File: src/rtl/icd_hist_seq.sv
// icd_hist_seq: SPI command sequencer for a 32-bin histogram (ID, CLEAR, RUN, READ)
//   clk6x        in   48 MHz system clock, rising edge
//   resetn       in   synchronous active-low reset
//   rx_byte_i    in   received SPI byte, valid with a strobe
//   rx_hdr_en_i  in   strobe: header byte (opcode[7:4], argument[3:0])
//   rx_db_en_i   in   strobe: data byte
//   tx_byte_o    out  reply byte, valid while tx_en_o is high
//   tx_en_o      out  one-cycle reply load strobe, two cycles after the accepted strobe
//   histidx_o    out  histogram bin index
//   histcnt_i    in   counter value of bin histidx_o
//   run_hist_o   out  histogram accumulation enable
//   clear_hist_o out  one-cycle histogram clear pulse
module icd_hist_seq #(
    parameter logic [7:0] ID_BYTE = 8'hA5
) (
    input  logic        clk6x,
    input  logic        resetn,
    input  logic [7:0]  rx_byte_i,
    input  logic        rx_hdr_en_i,
    input  logic        rx_db_en_i,
    output logic [7:0]  tx_byte_o,
    output logic        tx_en_o,
    output logic [4:0]  histidx_o,
    input  logic [15:0] histcnt_i,
    output logic        run_hist_o,
    output logic        clear_hist_o
);
    localparam logic [2:0] S_IDLE = 3'd0;
    localparam logic [2:0] S_ID   = 3'd1;
    localparam logic [2:0] S_RLO  = 3'd2;
    localparam logic [2:0] S_RHI  = 3'd3;
    localparam logic [2:0] S_UNK  = 3'd4;
    logic [2:0]  state;
    logic [15:0] snap;
    logic        pend;
    logic        pend_cap;
    logic [7:0]  pend_byte;
    logic [3:0]  op;
    logic        unused_arg;
    assign op = rx_byte_i[7:4];
    assign unused_arg = ^rx_byte_i[3:1];
    // Stage 1 (strobe edge) decodes and updates control state; stage 2 (next edge)
    // loads the reply. A low-byte reply (pend_cap) is taken straight from histcnt_i
    // one cycle after the index settles, and the same value is kept in snap so the
    // following high byte is consistent even if the counter moves meanwhile.
    always_ff @(posedge clk6x) begin
        if (!resetn) begin
            state        <= S_IDLE;
            snap         <= 16'h0000;
            pend         <= 1'b0;
            pend_cap     <= 1'b0;
            pend_byte    <= 8'h00;
            tx_byte_o    <= 8'h00;
            tx_en_o      <= 1'b0;
            histidx_o    <= 5'd0;
            run_hist_o   <= 1'b0;
            clear_hist_o <= 1'b0;
        end else begin
            clear_hist_o <= 1'b0;
            pend         <= 1'b0;
            pend_cap     <= 1'b0;
            tx_en_o      <= pend;
            if (pend) tx_byte_o <= pend_cap ? histcnt_i[7:0] : pend_byte;
            if (pend && pend_cap) snap <= histcnt_i;
            if (rx_hdr_en_i) begin
                pend      <= 1'b1;
                pend_byte <= {(op == 4'h2) ? rx_byte_i[0] : run_hist_o, 3'b000, op};
                state     <= S_IDLE;
                case (op)
                    4'h0: state <= S_ID;
                    4'h1: clear_hist_o <= 1'b1;
                    4'h2: run_hist_o <= rx_byte_i[0];
                    4'h3: begin
                        histidx_o <= 5'd0;
                        pend_cap  <= 1'b1;
                        state     <= S_RHI;
                    end
                    default: state <= S_UNK;
                endcase
            end else if (rx_db_en_i) begin
                case (state)
                    S_ID: begin
                        pend      <= 1'b1;
                        pend_byte <= ID_BYTE;
                    end
                    S_UNK: begin
                        pend      <= 1'b1;
                        pend_byte <= 8'hFF;
                    end
                    S_RHI: begin
                        pend      <= 1'b1;
                        pend_byte <= snap[15:8];
                        histidx_o <= histidx_o + 5'd1;
                        state     <= S_RLO;
                    end
                    S_RLO: begin
                        pend     <= 1'b1;
                        pend_cap <= 1'b1;
                        state    <= S_RHI;
                    end
                    default: ;
                endcase
            end
        end
    end
endmodule

File: config.mk
export PLATFORM = sky130hd
export DESIGN_NAME = icd_hist_seq
export DESIGN_NICKNAME = d
export VERILOG_FILES = /design/src/rtl/icd_hist_seq.sv
export SDC_FILE = /design/constraint.sdc
export NUM_CORES = 1
export LEC_CHECK = 0
export BUFFER_PORTS_ARGS = -buffer_cell sky130_fd_sc_hd__buf_2
export CAP_MARGIN = 20
export CORE_ASPECT_RATIO = 0.6
export CORE_UTILIZATION = 43
export DETAILED_ROUTE_END_ITERATION = 10
export PLACE_DENSITY_LB_ADDON = 0.15
export SKIP_CTS_REPAIR_TIMING = 1
export SLEW_MARGIN = 5
export SYNTH_ARGS = -nofsm -noshare
export SYNTH_HDL_FRONTEND = slang
export SYNTH_SLANG_ARGS = --single-unit
File: constraint.sdc
create_clock -name clk6x -period 1.96 [get_ports clk6x]
set_input_delay 0.588 -clock clk6x [delete_from_list [all_inputs] [get_ports clk6x]]
set_output_delay 0.588 -clock clk6x [all_outputs]
set_load 0.01 [all_outputs]
== After elaboration in Yosys (flattened, before gate mapping) ==
Index checks and enable logic that the tools add are counted.

* Bits in latches: 0
* Register bits: 45
* ROM bits: 0
* Output and inout bits: 16
* Bits in writable memories: 0
* Logic and storage cells: 57
* Memories kept: 0
* Bits of input ports: 28

* Order comparisons: 0
* Reduce and logical (&&, ||, !) cells: 15
* Eq/ne operators: 8
* Mux-type cells: 21
* Bitwise logic cells: 1
* Div/mod/pow operators: 0
* Multipliers: 0
* $add $sub $neg: 1
* Shifts and indexed selects: 0

{| class="wikitable"
|+ Operator list
! cell !! count
|-
| 2-to-1 mux 8 bit || 3
|-
| one-hot mux 8 bit (3 select lines) || 1
|-
| 2-to-1 mux 5 bit || 4
|-
| 2-to-1 mux 1 bit || 9
|-
| one-hot mux 3 bit (3 select lines) || 1
|-
| equality test 4 x 2 -> 1 bit (second input constant) || 2
|-
| AND reduction 2 bit || 4
|-
| equality test 3 x 2 -> 1 bit (second input constant) || 2
|-
| 2-to-1 mux 3 bit || 2
|-
| one-hot mux 3 bit (2 select lines) || 1
|-
| nonzero test 3 bit || 2
|-
| adder 5 x 1 -> 5 bit (second input constant) || 1
|-
| equality test 4 x 1 -> 1 bit (second input constant) || 1
|-
| zero test 4 bit || 1
|-
| nonzero test 2 bit || 2
|-
| nonzero test 4 bit || 1
|-
| OR reduction 2 bit || 2
|-
| OR reduction 4 bit || 1
|-
| equality test 3 x 1 -> 1 bit (second input constant) || 1
|-
| equality test 3 bit (second input constant) || 1
|-
| AND reduction 3 bit || 1
|-
| inequality test 2 x 1 -> 1 bit (second input constant) || 1
|-
| logical AND 1 bit || 1
|-
| inverter 1 bit || 1
|}

== Logic depth before layout (Yosys ltp) ==
* Word-level depth: 5
* Gate-level depth with buffers: 5
* Gate-level depth less buffers: 4

== Worst setup path after synthesis ==
OpenSTA, ideal clock, no wires.

* Kind: input port to flip-flop
* From: input port rx_hdr_en_i
* To: register histidx_o[4]
* Path buffers: 1
* Setup time: 0.072 ns
* Stages: 4
* Setup slack: 0.390 ns
* Required time: 1.888 ns
* Arrival: 1.498 ns
* Cells stage by stage: buf_6 > nand4b_1 > or4_1 > a21oi_1

* Longest elaborated chain between the ends: 2
* Elaborated cells between the ends (all ways): 5
* Classes of those cells: eq/ne: 1; mux: 1; reduce/logical: 3

{| class="wikitable"
|+ RTL lines
! item !! line !! RTL
|-
| start, declared || 19 || <nowiki>input logic rx_hdr_en_i,</nowiki>
|-
| inequality test 2 x 1 -> 1 bit (no source line) / nonzero test 2 bit (equally long branches) || -- ||
|-
| AND reduction 3 bit (no source line) || -- ||
|-
| end signal, assigned || 93 || <nowiki>histidx_o <= histidx_o + 5'd1;</nowiki>
|-
| end, declared || 23 || <nowiki>output logic [4:0] histidx_o,</nowiki>
|}

Several ways; a longest one is shown, not always the timed one.
A chain may end at the register's enable or synchronous reset.

== Worst setup path after layout ==
* From: register state[2]
* To: register pend_byte[6]

* Longest elaborated chain between the ends: 3
* Elaborated cells between the ends (all ways): 6
* Classes of those cells: eq/ne: 3; mux: 1; reduce/logical: 2

{| class="wikitable"
|+ RTL lines
! item !! line !! RTL
|-
| start, declared || 33 || <nowiki>logic [2:0] state;</nowiki>
|-
| start signal, assigned || 48 || <nowiki>state <= S_IDLE;</nowiki>
|-
| start signal, assigned || 68 || <nowiki>state <= S_IDLE;</nowiki>
|-
| start signal, assigned || 70 || <nowiki>4'h0: state <= S_ID;</nowiki>
|-
| equality test 3 x 2 -> 1 bit, or another cell as far along || 81 || <nowiki>case (state)</nowiki>
|-
| nonzero test 3 bit (no source line) || -- ||
|-
| AND reduction 2 bit (no source line) || -- ||
|-
| end signal, assigned || 67 || <nowiki>pend_byte <= {(op == 4'h2) ? rx_byte_i[0] : run_hist_o, 3'b000, op};</nowiki>
|-
| end signal, assigned || 92 || <nowiki>pend_byte <= snap[15:8];</nowiki>
|-
| end, declared || 37 || <nowiki>logic [7:0] pend_byte;</nowiki>
|}

Several ways; a longest one is shown, not always the timed one.

==> qor.yml <==
fin_skew_ns: 0.006163
drc: 0
grt_max_degree: 17
area_delta_synth_final_pct: 20.77
grt_util_met1: 0.2908
yosys_warnings: 0
final_area_mm2: 0.002052
place_congestion: 0.8017
cts_root_buf: "clkbuf_8"
worstMarginPinSlew_ns: 0.4469
hpwl_mm: 3.000
h-tree-depth: 2
hold_ws_ns: 0.4594
crit_arrival_ns: 1.76
cts_buffers: 5
io_buffers: 40
routed_wirelength_mm: 3.996
antenna_found_initial: 0
clockBufferDepth: 2
ys_seq_area_frac: 0.4359
timing.slew.headroom: 0.7017
grt_setup_unrepaired: "no"
synth_edf_count: 0
gr-usage-met2: 0.2746
via_per_inst: 5.472
seq_area_um2: 740.7
max_clock_freq_mhz: 639.5
routed-via-count: 1565
dr.first_iter.drc_count: 86
place_area_mm2: 0.001969
worstSetupStartpointType: "flop"
placementRows: 17
status: "complete, no violations"
setup_tns_ns: 0
synthAdderAreaFrac: 0.007364
grt_pass1_wl_mm: 6.458
io_pins: 44
final_nets: 267
fin_crit_sh: 0.7978
drv_cap: 0
power_density_mw_per_mm2: 734.2
synth_xor_area_frac: 0.005155
p_leak_uw: 0.0007783
hold_viol: 0
firstDrtPassIters: 4
dieArea_mm2: 0.004215
path_class: "reg -> reg"
avgRoutedWirePerCell_um: 13.97
grt_use_met3: 0.06086
syn_inst: 195
synthMuxAreaShare: 0.05302
most-common-layout-cells: "buf_2 (40), dfxtp_1 (37), a21oi_1 (17)"
final_core_util: 0.5513
top_usage_layer: "met1"
ys_ff_latch: 37
clock_sinks: 37
hold_class: "reg -> reg"
gr-total-overflow: 0
worstSetupEndpointType: "flop"
ir_worst_vdd_uv: 402.0
timing.critical_path.required_ns: 2.16
grt_pass1_vias: 1326
fp.dieW_um: 83.15
multi_input_area_um2: 864.6
synth_top_family_by_area: "simple AND/OR/NAND/NOR gates"
yosysUniqueCellTypes: 40
fillers: 355
cts_tree: "built"
syn_area_mm2: 0.001699
die_h_um: 50.69
async_flop_share: 0
cts.clk_slew.worst_paths_ns: 0.08
coreArea_mm2: 0.003722
cp_max_fo: 15
initial_core_util: 0.4565
avgSynthCellArea_um2: 8.713
synth-compound-area-share: 0.2054
grt.total_usage: 0.2006
report.final.slew_viol_count: 0
mostFrequentLayoutCell: "buf_2"
postRouteAntennaNets: 0
yosys.area_share.simple: 0.2378
syn-num-nets: 224
period_needed_ns: 1.564
post_route_cells_drive_above_1_share: 0.2510
setup_viol: 0
worstSkewPairLatency_ns: 0.29
n_antenna_cell: 0
ys.flop_type: "dfxtp_1"
## registers in the layout, indices dropped and copies added (netlist names)
name and flops:
histidx_o 5, run_hist_o 1, clear_hist_o 1, tx_en_o 1, state 3, tx_byte_o 8, pend_byte 8, pend 1
snap 8, pend_cap 1
## worst max-delay path, cell delays in order, from the launching register on
cell,delay (ns)
dfxtp_1,0.60
nor3b_1,0.38
o21ai_1,0.19
a221oi_1,0.30
## report_power, final
part	switching, uW	internal, uW	total, uW
Sequential	26.6	781	807
Clock	275	247	521
Combinational	93.5	84.3	178
## through the flow
step	cells	setup WS, ns	power [uW]
floorplan	195	0.3902	925.6
global placement	278	0.2317	1000
detailed placement	278	0.2267	1002
CTS	286	0.4218	1520
global route	286	0.2393	1569
finish	286	0.3963	1507
## Yosys cell counts, types with 2 or more instances
master      n  area, um2
o32ai_1     2      17.52
a22oi_1     3      22.52
a21oi_1    17      85.08
a211oi_1    9      67.56
nand4b_1    2      17.52
buf_2       3      15.01
nand3b_1    3      22.52
nand3_1    11      55.05
nand2_1    15      56.30
inv_1       8      30.03
nand4bb_1   2      22.52
dfxtp_1    37      740.7
nor3_1      4      20.02
or4_1       3      22.52
o31ai_1     4      30.03
clkbuf_1    9      33.78
mux2i_1     9      90.09
a221oi_1    3      26.28
or3_1       2      12.51
o21ai_0     7      35.03
nand2b_1    3      18.77
o211ai_1    2      15.01
nor3b_1     2      15.01
nor2_1     13      48.80
nand4_1     3      18.77
and3b_1     2      17.52
nor2b_1     4      25.02
## final timing paths
check	startpoint	to	slack, ns	cells past startpoint
worst max-delay path	state[2]	pend_byte[6]	0.40	3
worst max register to register	state[2]	pend_byte[6]	0.40	3
worst min register to register	snap[14]	snap[14]	0.46	2
worst min-delay path	snap[14]	snap[14]	0.46	2
## logic make-up after synthesis
logic type                 Yosys count
xor gates and xnor gates             1
buffers and inverters               22
AOI/OAI and AO/OA                   53
muxes                                9
DFF                                 37
adders and majority gates            1
and+or+nand+nor                     72
## metal layers
| metal | part of all wire | vias to the layer above |
|---|---|---|
| met4 | 0.011 | 0 |
| met5 | 0 | - |
| met3 | 0.066 | 4 |
| li1 | - | 805 |
| met2 | 0.39 | 46 |
| met1 | 0.53 | 710 |
## layout make-up
cell class	instances	share of cell area
multi-input cells	136	0.4213
well taps	47	0.02866
repair buffers	50	0.1341
inverters	8	0.01463
flip-flops and latches	37	0.3610
clock buffers	6	0.03537
clock inverters	2	0.004878
Note: power is estimated with default switching activity, not from simulation.
